**config.mk**
```make
export PLATFORM = sky130hd
export DESIGN_NAME = mc_control_fsm
export DESIGN_NICKNAME = d
export VERILOG_FILES = /design/src/rtl/mc_control_fsm.sv
export SDC_FILE = /design/constraint.sdc
export NUM_CORES = 1
export LEC_CHECK = 0
export CAP_MARGIN = 10
export CORE_MARGIN = 5
export CORE_UTILIZATION = 42
export CTS_CLUSTER_SIZE = 8
export DETAILED_ROUTE_END_ITERATION = 6
export PLACE_DENSITY = 0.76
export SYNTH_ARGS = -nofsm -noshare
export SYNTH_HDL_FRONTEND = slang
export SYNTH_SLANG_ARGS = --single-unit
```
**constraint.sdc**
```tcl
create_clock -name CLK -period 2 [get_ports CLK]
set_clock_uncertainty 0.2 [all_clocks]
set_input_delay 0.4 -clock CLK [delete_from_list [all_inputs] [get_ports CLK]]
set_output_delay 0.4 -clock CLK [all_outputs]
set_load 0.02 [all_outputs]
```
**src/rtl/mc_control_fsm.sv**
```systemverilog
// Multi-cycle MIPS control unit: main FSM, ALU decoder and PC-enable logic,
// with memory-ready wait states, a sticky illegal-opcode trap and a retire counter.
module mc_control_fsm #(
  parameter int OP_W          = 6,
  parameter int FN_W          = 6,
  parameter int CNT_W         = 32,
  parameter bit MEM_HANDSHAKE = 1'b1
) (
  input  logic             CLK,
  input  logic             RST,
  input  logic [OP_W-1:0]  OPCODE,
  input  logic [FN_W-1:0]  FUNCT,
  input  logic             ZERO,
  input  logic             MEM_RDY,
  output logic             MEM_REQ,
  output logic             MtoRFSel,
  output logic             RFDSel,
  output logic             IDSel,
  output logic             ALUIn1Sel,
  output logic             IRWE,
  output logic             DMWE,
  output logic             PCWE,
  output logic             Branch,
  output logic             RFWE,
  output logic             PCEn,
  output logic [1:0]       PCSel,
  output logic [1:0]       ALUIn2Sel,
  output logic [2:0]       ALUSel,
  output logic             ILLEGAL,
  output logic [3:0]       STATE,
  output logic [CNT_W-1:0] INSTR_CNT
);

  localparam logic [OP_W-1:0] OP_RTYPE = OP_W'(6'b000000);
  localparam logic [OP_W-1:0] OP_LW    = OP_W'(6'b100011);
  localparam logic [OP_W-1:0] OP_SW    = OP_W'(6'b101011);
  localparam logic [OP_W-1:0] OP_BEQ   = OP_W'(6'b000100);
  localparam logic [OP_W-1:0] OP_BNE   = OP_W'(6'b000101);
  localparam logic [OP_W-1:0] OP_ADDI  = OP_W'(6'b001000);
  localparam logic [OP_W-1:0] OP_J     = OP_W'(6'b000010);

  localparam logic [FN_W-1:0] FN_ADD = FN_W'(6'b100000);
  localparam logic [FN_W-1:0] FN_SUB = FN_W'(6'b100010);
  localparam logic [FN_W-1:0] FN_AND = FN_W'(6'b100100);
  localparam logic [FN_W-1:0] FN_OR  = FN_W'(6'b100101);
  localparam logic [FN_W-1:0] FN_SLT = FN_W'(6'b101010);

  typedef enum logic [3:0] {
    S_FETCH  = 4'd0,  S_DECODE = 4'd1,  S_MEMADR = 4'd2,  S_MEMRD  = 4'd3,
    S_MEMWB  = 4'd4,  S_MEMWR  = 4'd5,  S_REXE   = 4'd6,  S_RWB    = 4'd7,
    S_BRANCH = 4'd8,  S_ADDIEX = 4'd9,  S_ADDIWB = 4'd10, S_JUMP   = 4'd11,
    S_TRAP   = 4'd12
  } state_t;

  state_t           r_state;
  state_t           w_next;
  logic             r_illegal;
  logic [CNT_W-1:0] r_cnt;
  logic             w_rdy;
  logic             w_is_bne;
  logic             w_retire;
  logic [1:0]       w_aluop;
  logic             w_irwe;
  logic             w_pcwe;
  logic             w_dmwe;
  logic             w_rfwe;
  logic             w_branch;

  assign w_rdy    = MEM_HANDSHAKE ? MEM_RDY : 1'b1;
  assign w_is_bne = (OPCODE == OP_BNE);
  // Every path back to FETCH ends an instruction; TRAP never returns.
  assign w_retire = (w_next == S_FETCH) && (r_state != S_FETCH);

  always_ff @(posedge CLK or negedge RST) begin
    if (!RST) begin
      r_state <= S_FETCH;
    end else begin
      r_state <= w_next;
    end
  end

  always_ff @(posedge CLK or negedge RST) begin
    if (!RST) begin
      r_illegal <= 1'b0;
      r_cnt     <= '0;
    end else begin
      if (w_next == S_TRAP) r_illegal <= 1'b1;
      if (w_retire)         r_cnt     <= r_cnt + CNT_W'(1);
    end
  end

  always_comb begin
    w_next    = r_state;
    MEM_REQ   = 1'b0;
    MtoRFSel  = 1'b0;
    RFDSel    = 1'b0;
    IDSel     = 1'b0;
    ALUIn1Sel = 1'b0;
    w_irwe    = 1'b0;
    w_dmwe    = 1'b0;
    w_pcwe    = 1'b0;
    w_branch  = 1'b0;
    w_rfwe    = 1'b0;
    PCSel     = 2'b00;
    ALUIn2Sel = 2'b00;
    w_aluop   = 2'b00;
    case (r_state)
      S_FETCH: begin
        MEM_REQ   = 1'b1;
        ALUIn2Sel = 2'b01;
        w_irwe    = w_rdy;
        w_pcwe    = w_rdy;
        if (w_rdy) w_next = S_DECODE;
      end
      S_DECODE: begin
        ALUIn2Sel = 2'b11;
        case (OPCODE)
          OP_LW, OP_SW:   w_next = S_MEMADR;
          OP_RTYPE:       w_next = S_REXE;
          OP_BEQ, OP_BNE: w_next = S_BRANCH;
          OP_ADDI:        w_next = S_ADDIEX;
          OP_J:           w_next = S_JUMP;
          default:        w_next = S_TRAP;
        endcase
      end
      S_MEMADR: begin
        ALUIn1Sel = 1'b1;
        ALUIn2Sel = 2'b10;
        w_next    = (OPCODE == OP_SW) ? S_MEMWR : S_MEMRD;
      end
      S_MEMRD: begin
        MEM_REQ = 1'b1;
        IDSel   = 1'b1;
        if (w_rdy) w_next = S_MEMWB;
      end
      S_MEMWB: begin
        w_rfwe   = 1'b1;
        MtoRFSel = 1'b1;
        w_next   = S_FETCH;
      end
      S_MEMWR: begin
        MEM_REQ = 1'b1;
        IDSel   = 1'b1;
        w_dmwe  = w_rdy;
        if (w_rdy) w_next = S_FETCH;
      end
      S_REXE: begin
        ALUIn1Sel = 1'b1;
        w_aluop   = 2'b10;
        w_next    = S_RWB;
      end
      S_RWB: begin
        w_rfwe = 1'b1;
        RFDSel = 1'b1;
        w_next = S_FETCH;
      end
      S_BRANCH: begin
        ALUIn1Sel = 1'b1;
        w_aluop   = 2'b01;
        PCSel     = 2'b01;
        w_branch  = 1'b1;
        w_next    = S_FETCH;
      end
      S_ADDIEX: begin
        ALUIn1Sel = 1'b1;
        ALUIn2Sel = 2'b10;
        w_next    = S_ADDIWB;
      end
      S_ADDIWB: begin
        w_rfwe = 1'b1;
        w_next = S_FETCH;
      end
      S_JUMP: begin
        PCSel  = 2'b10;
        w_pcwe = 1'b1;
        w_next = S_FETCH;
      end
      S_TRAP:  w_next = S_TRAP;
      default: w_next = S_FETCH;
    endcase
  end

  always_comb begin
    case (w_aluop)
      2'b00: ALUSel = 3'b010;
      2'b01: ALUSel = 3'b110;
      default: begin
        case (FUNCT)
          FN_ADD:  ALUSel = 3'b010;
          FN_SUB:  ALUSel = 3'b110;
          FN_AND:  ALUSel = 3'b000;
          FN_OR:   ALUSel = 3'b001;
          FN_SLT:  ALUSel = 3'b111;
          default: ALUSel = 3'b010;
        endcase
      end
    endcase
  end

  // Write enables are held off for as long as reset is asserted, whatever MEM_RDY does.
  assign IRWE      = RST & w_irwe;
  assign PCWE      = RST & w_pcwe;
  assign DMWE      = RST & w_dmwe;
  assign RFWE      = RST & w_rfwe;
  assign PCEn      = RST & (w_pcwe | (w_branch & (ZERO ^ w_is_bne)));
  assign Branch    = w_branch;
  assign ILLEGAL   = r_illegal;
  assign STATE     = r_state;
  assign INSTR_CNT = r_cnt;

endmodule

```
==> run_results.csv <==
group,metric,value,unit
timing,setup_viol,52,
cts,clk_path_buf_depth,2,
setup_path,r2r_slack,-380,ps
yosys,syn_inst,236,
floorplanning,io_pins,71,
cts,cts_tree,"yes",
cts,htree_levels,2,
status,violations,"negative setup slack",
timing,relSlewSlack,69.4,%
floorplanning,die_h,84.2,um
pwr,switchingPower,2.31,mW
layout,drive_gt1_share,46.5,%
setup_path,rr_endpoint,"INSTR_CNT[1]",
yosys,synth_top_area_share,40.1,%
pwr,power_density,1300,nW/um^2
detailed_routing,via_per_inst,5.62,
detailed_routing,routed_wl,8.62,mm
setup_path,worstSetupPathType,"reg -> reg",
timing,min_period,2380,ps
yosys,synth-edff-count,0,
layout,antennaDiodeCount,0,
yosys,synthFlopType,"dfrtp_1",
detailed_routing,vias,2600,
layout,final_cell_area,4250,sq um
setup_path,r2r_cells,8,
layout,syn_to_final_growth,83.9,%
detailed_routing,drt_pre_antenna_iters,4,
cts,cts.sinks,37,
setup_path,critPathRequiredTime,1980,ps
detailed_routing,avgRoutedWirePerCell,18.6,um
cts,cts-buffers-inserted,5,
yosys,synth_area,2310,sq um
yosys,synth.distinct_cells,49,
placed_design,place_ws,-890,ps
pwr,pwr-share-seq,18.1,%
placed_design,place.gp.congestion,0.894,
setup_path,timing.rr.start,"STATE[0]",
yosys,async_flop_share,100,%
setup_path,critical_path.startpoint,"STATE[0]",
floorplanning,die_w,84.2,um
detailed_routing,drc,0,
grt,grt_start_max_net_pins,23,
setup_path,crit_chain,"buf_6 -> nand2b_4 -> nor4_1 -> a311o_1 -> nor3_4 -> buf_6 -> nand3_2 -> mux2_4",
timing,max_slew.worst_pin.slew,459,ps
pwr,intPower,3.20,mW
cts,clk_pin_slew,80,ps
worst_hold_path,hp-class,"in -> async",
grt,grt_pass1_wl,13.5,mm
floorplanning,core_area,5440,sq um
placed_design,dpl-instance-area,3560,sq um
setup_path,crit_end,"INSTR_CNT[1]",
timing,period_share,119,%
setup_path,crit_path_max_incr_delay,490,ps
yosys,ys_seq_elements,37,
setup_path,arrival,2360,ps
setup_path,worstPathMaxFanout,6,
layout,final_common_cell,"buf_4",
floorplanning,die-area,7090,sq um
cts,root_buffer,"clkbuf_8",
status,status,"complete, but fails checks",
pwr,peakVddDrop,0.967,mV
grt,antenna_found_initial,0,
yosys,synthTopCellsByArea,"dfrtp_1 (40%), xnor2_1 (13%), nand4_1 (6.8%)",
placed_design,port_buffers,70,
yosys,syn-num-nets,253,
run,maxCapViolations,0,
pwr,clkPwrFrac,12.6,%
timing,rsz0062_at_grt,"true",
pwr,p_total,5.51,mW
setup_path,crit_path_top_delay_cell,"dfrtp_2",
grt,grt_pass1_vias,2705,
layout,layout_common_cells,"buf_4 (69), buf_6 (37), dfrtp_1 (33)",
setup_path,critPathTopFamily,"simple AND/OR/NAND/NOR gates",
setup_path,critPathMostFrequentCell,"buf_6",
pwr,p_sw_share,42.0,%
setup_path,critPathBufInv,2,
setup_path,cp.depth,8,
pwr,share_comb_of_total_power,69.3,%
grt,track_usage,23.5,%
setup_path,cp-end-kind,"flip-flop",
timing,final_hold_viol_count,0,
timing,fmax,0.421,GHz
yosys,ys_warn_count,0,
setup_path,cp-start-kind,"flip-flop",
detailed_routing,postRouteAntennaNets,0,
layout,fin_nets,407,
timing,fin_ws,-378,ps
floorplanning,row_count,27,
detailed_routing,dr.first_iter.drc_count,144,
floorplanning,initial_core_util,42.5,%
yosys,synth.avg_cell_area,9.79,sq um
layout,nFillCells,330,
yosys,synth_top_area_cell,"dfrtp_1",
cts,clkLatencyLatePin,300,ps
yosys,synth-seq-area-share,40.1,%
timing,fin_tns_setup,-12950,ps
timing,drv_slew,0,
placed_design,post-dp-hpwl,5.11,mm
timing,holdWs,68.8,ps
grt,grt_overflow,0,
pwr,p_leak,2.01,nW
state kept, by name, indices dropped and copies added (netlist names):
register,flops
STATE,4
ILLEGAL,1
INSTR_CNT,32
final cells by class:
type / count / area (sq um) / share of cell area (%)
repair buffers: 161 / 1510 / 35.6
multi-input cells: 183 / 1590 / 37.4
clock buffers: 6 / 82.6 / 1.94
flip-flops and latches: 37 / 931 / 21.9
well taps: 72 / 90.1 / 2.12
inverters: 2 / 7.51 / 0.177
clock inverters: 2 / 37.5 / 0.883
per-layer routing:
metal	global-route usage (%)	part of all wire, %
met1	28.1	38
met2	41.5	53
met3	5.89	6.3
met4	7.02	2.5
met5	0	0
worst min path at each step:
stage	to	startpoint
2_1_floorplan	ILLEGAL	RST
3_3_place_gp	ILLEGAL	ILLEGAL
3_5_place_dp	ILLEGAL	ILLEGAL
4_1_cts	INSTR_CNT[15]	RST
5_1_grt	INSTR_CNT[7]	RST
6_report	INSTR_CNT[1]	RST
worst register-to-register path, delay by kind of cell, from the launching register on:
family / cells / cell delay (ps)
AOI/OAI and AO/OA: 1 / 380
and+or+nand+nor: 4 / 530
buffers and inverters: 2 / 340
DFF: 1 / 490
muxes: 1 / 320
synth_stat cells, types with 2 or more instances:
| cell | count |
|---|---|
| nor3_1 | 8 |
| nand3_1 | 10 |
| nor4b_1 | 3 |
| and3_4 | 2 |
| inv_1 | 2 |
| nand4_1 | 25 |
| or3_1 | 2 |
| nand2_1 | 10 |
| buf_4 | 4 |
| and4_1 | 6 |
| or2_2 | 3 |
| a21oi_1 | 4 |
| a211oi_1 | 2 |
| buf_2 | 6 |
| and3_1 | 16 |
| and2_1 | 4 |
| nand2b_1 | 6 |
| dfrtp_1 | 37 |
| a311o_1 | 2 |
| nor2_1 | 10 |
| o21ai_0 | 3 |
| nor3b_1 | 5 |
| nor2b_1 | 4 |
| xnor2_1 | 33 |
| nor4_1 | 3 |
| buf_6 | 3 |
stage by stage:
step / cells / util, %
after floorplan: 236 / -
after global placement: 425 / 65.5
after detailed placement: 425 / 65.5
after CTS: 456 / 74.7
after global routing: 463 / 78.1
final: 463 / 78.1
power by group through the flow:
stage	registers [mW]	logic, mW	clock network (mW)
2_1_floorplan	1.09	1.57	0
3_3_place_gp	0.979	2.74	0
3_5_place_dp	0.980	2.79	0
4_1_cts	0.973	3.39	0.693
5_1_grt	1.00	4.01	0.735
6_report	0.998	3.82	0.696
what timing repair did:
item | CTS | global route
cloned | 0 | 0
gates resized for setup | 170 | 42
buffers inserted | 22 | 8
endpoints found under the hold margin | 15 | 0
endpoints found under the setup margin | 57 | 67
hold buffers | 1 | 0
pin swaps | 43 | 18
cell families (layout without fill, tap and decap cells):
family	Yosys count	after routing	synth area share (%)
AO/OA/AOI/OAI	19	19	6.06
multiplexers	2	2	0.920
flip-flops	37	37	40.1
XOR/XNOR	34	34	12.9
buffers and inverters	16	171	4.55
adder cells (fa/ha/maj)	1	1	0.541
AND/OR/NAND/NOR	127	127	35.0
Note: power is estimated with default switching activity, not from simulation.
==> RTL edit: new RTL, same settings <==
Set the parameter `CNT_W` to 48 (it was 32).
--- a/src/rtl/mc_control_fsm.sv
+++ b/src/rtl/mc_control_fsm.sv
@@ -4,5 +4,5 @@
   parameter int OP_W          = 6,
   parameter int FN_W          = 6,
-  parameter int CNT_W         = 32,
+  parameter int CNT_W         = 48,
   parameter bit MEM_HANDSHAKE = 1'b1
 ) (
Ports: changed (resized INSTR_CNT); port bits go from 71 to 87. The function was not compared with the original's and may differ.
==> RTL edit against the unedited design <==
The run still ends with setup timing left. Cell area grew 50%. Critical path type unchanged. Synthesized area grew 40%. Sequential power grew 27%. Power grew 45%. Sequential cell count grew 16. Routed wire length grew 63%. Worst setup slack lost 0.27 ns.
==> RTL edit: results (changes against the unedited design) <==
Synth Area in Compound Gates 5.210% (was 6.064%); Reg2Reg Depth 9 (was 8); internal power 4469 uW (was 3200 uW); non-filler cells, final 649 (was 463); clock slew at reported path FFs 0.11 ns (was 0.08 ns); vias in the first global route 3874 (was 2705); Post-Place Setup Slack -1.078 ns (was -0.8895 ns); Tightest Pin Transition 0.7055 ns (was 0.4587 ns); hold_ws 0.1666 ns (was 0.06875 ns); TNS Setup -32.79 ns (was -12.95 ns); Post-Synth XOR/XNOR Area 13.51% (was 12.89%); Adder-Cell Fraction of Synth Area 0.3860% (was 0.5414%); Iter 0 DRT Violations 304 (was 144); largest net degree at the start of global routing 54 (was 23); count of nets after finishing 563 (was 407); GR Layer Usage met3 4.429% (was 5.888%); met2 usage 43.66% (was 41.54%); count of different cell masters after synthesis 46 (was 49); GRT Overall Usage 24.70% (was 23.51%); worst r2r src STATE[2] (was STATE[0]); Final GP Congestion 0.8577 (was 0.8936); dpl cell area 5209 um2 (was 3565 um2); switching share of power 44.23% (was 41.97%); M1 WL 5.489 mm (was 3.316 mm); top post-synthesis cells by count dfrtp_1 (53), xor2_1 (39), nor3_1 (28), nand3_1 (25), nand2_1 (21) (was dfrtp_1 (37), xnor2_1 (33), nand4_1 (25), and3_1 (16)); Cells after Synth 334 (was 236); synth top area cells dfrtp_1 (41%), xor2_1 (11%), nor4_2 (7.7%) (was dfrtp_1 (40%), xnor2_1 (13%), nand4_1 (6.8%)); IO buf count 86 (was 70); CP max stage delay 0.45 ns (was 0.49 ns); failing checks setup timing (unchanged); Comb pwr share 74.6% (was 69.3%); layout cell share with drive strength beyond 1 50.46% (was 46.55%); first-pass GRT wire length 19.70 mm (was 13.51 mm); met1 GRT Util 30.23% (was 28.13%); # diodes 0 (unchanged); Setup Viol. Count Final 68 (was 52); CP arrival 2.68 ns (was 2.36 ns); Routed WL 14.03 mm (was 8.616 mm); Inst Count DP 596 (was 425); crit path max-delay cell type a222oi_1 (was dfrtp_2); outcome finished with violations (unchanged); Clk power 769 uW (was 696 uW); max FFs per register 48 (was 32); Critical path destination INSTR_CNT[18] (was INSTR_CNT[1]); clk_lat worst skew 0.32 ns (was 0.30 ns); Max FO, Critical Path 9 (was 6); sequential area share after synthesis 40.91% (was 40.06%); worst setup margin -0.6437 ns (was -0.3777 ns); via density per instance 5.672 (was 5.616)
RTL edit: changes by cell type after synthesis, sizes merged, moves of 12 or more:
cell   change
and3      -12
dfrtp     +16
nand3     +14
nand4     -14
nor3      +21
nor4      +24
xnor2     -22
xor2      +38
RTL edit: final cells by class:
type / instances / area, um2
clock inverters: 3 / 43.79
fillers: 372 / 1222
flip-flops and latches: 53 / 1333
well taps: 102 / 127.6
repair buffers: 224 / 2220
multi-input cells: 252 / 2555
clock buffers: 5 / 68.82
inverters: 10 / 37.54
RTL edit: what timing repair did:
| action | CTS | global route |
|---|---|---|
| setup endpoints to repair | 100 | 82 |
| pin swaps | 17 | 41 |
| resized for setup | 212 | 72 |
| endpoints found under the hold margin | 0 | 0 |
| cloned | 6 | 2 |
| setup buffers | 19 | 21 |
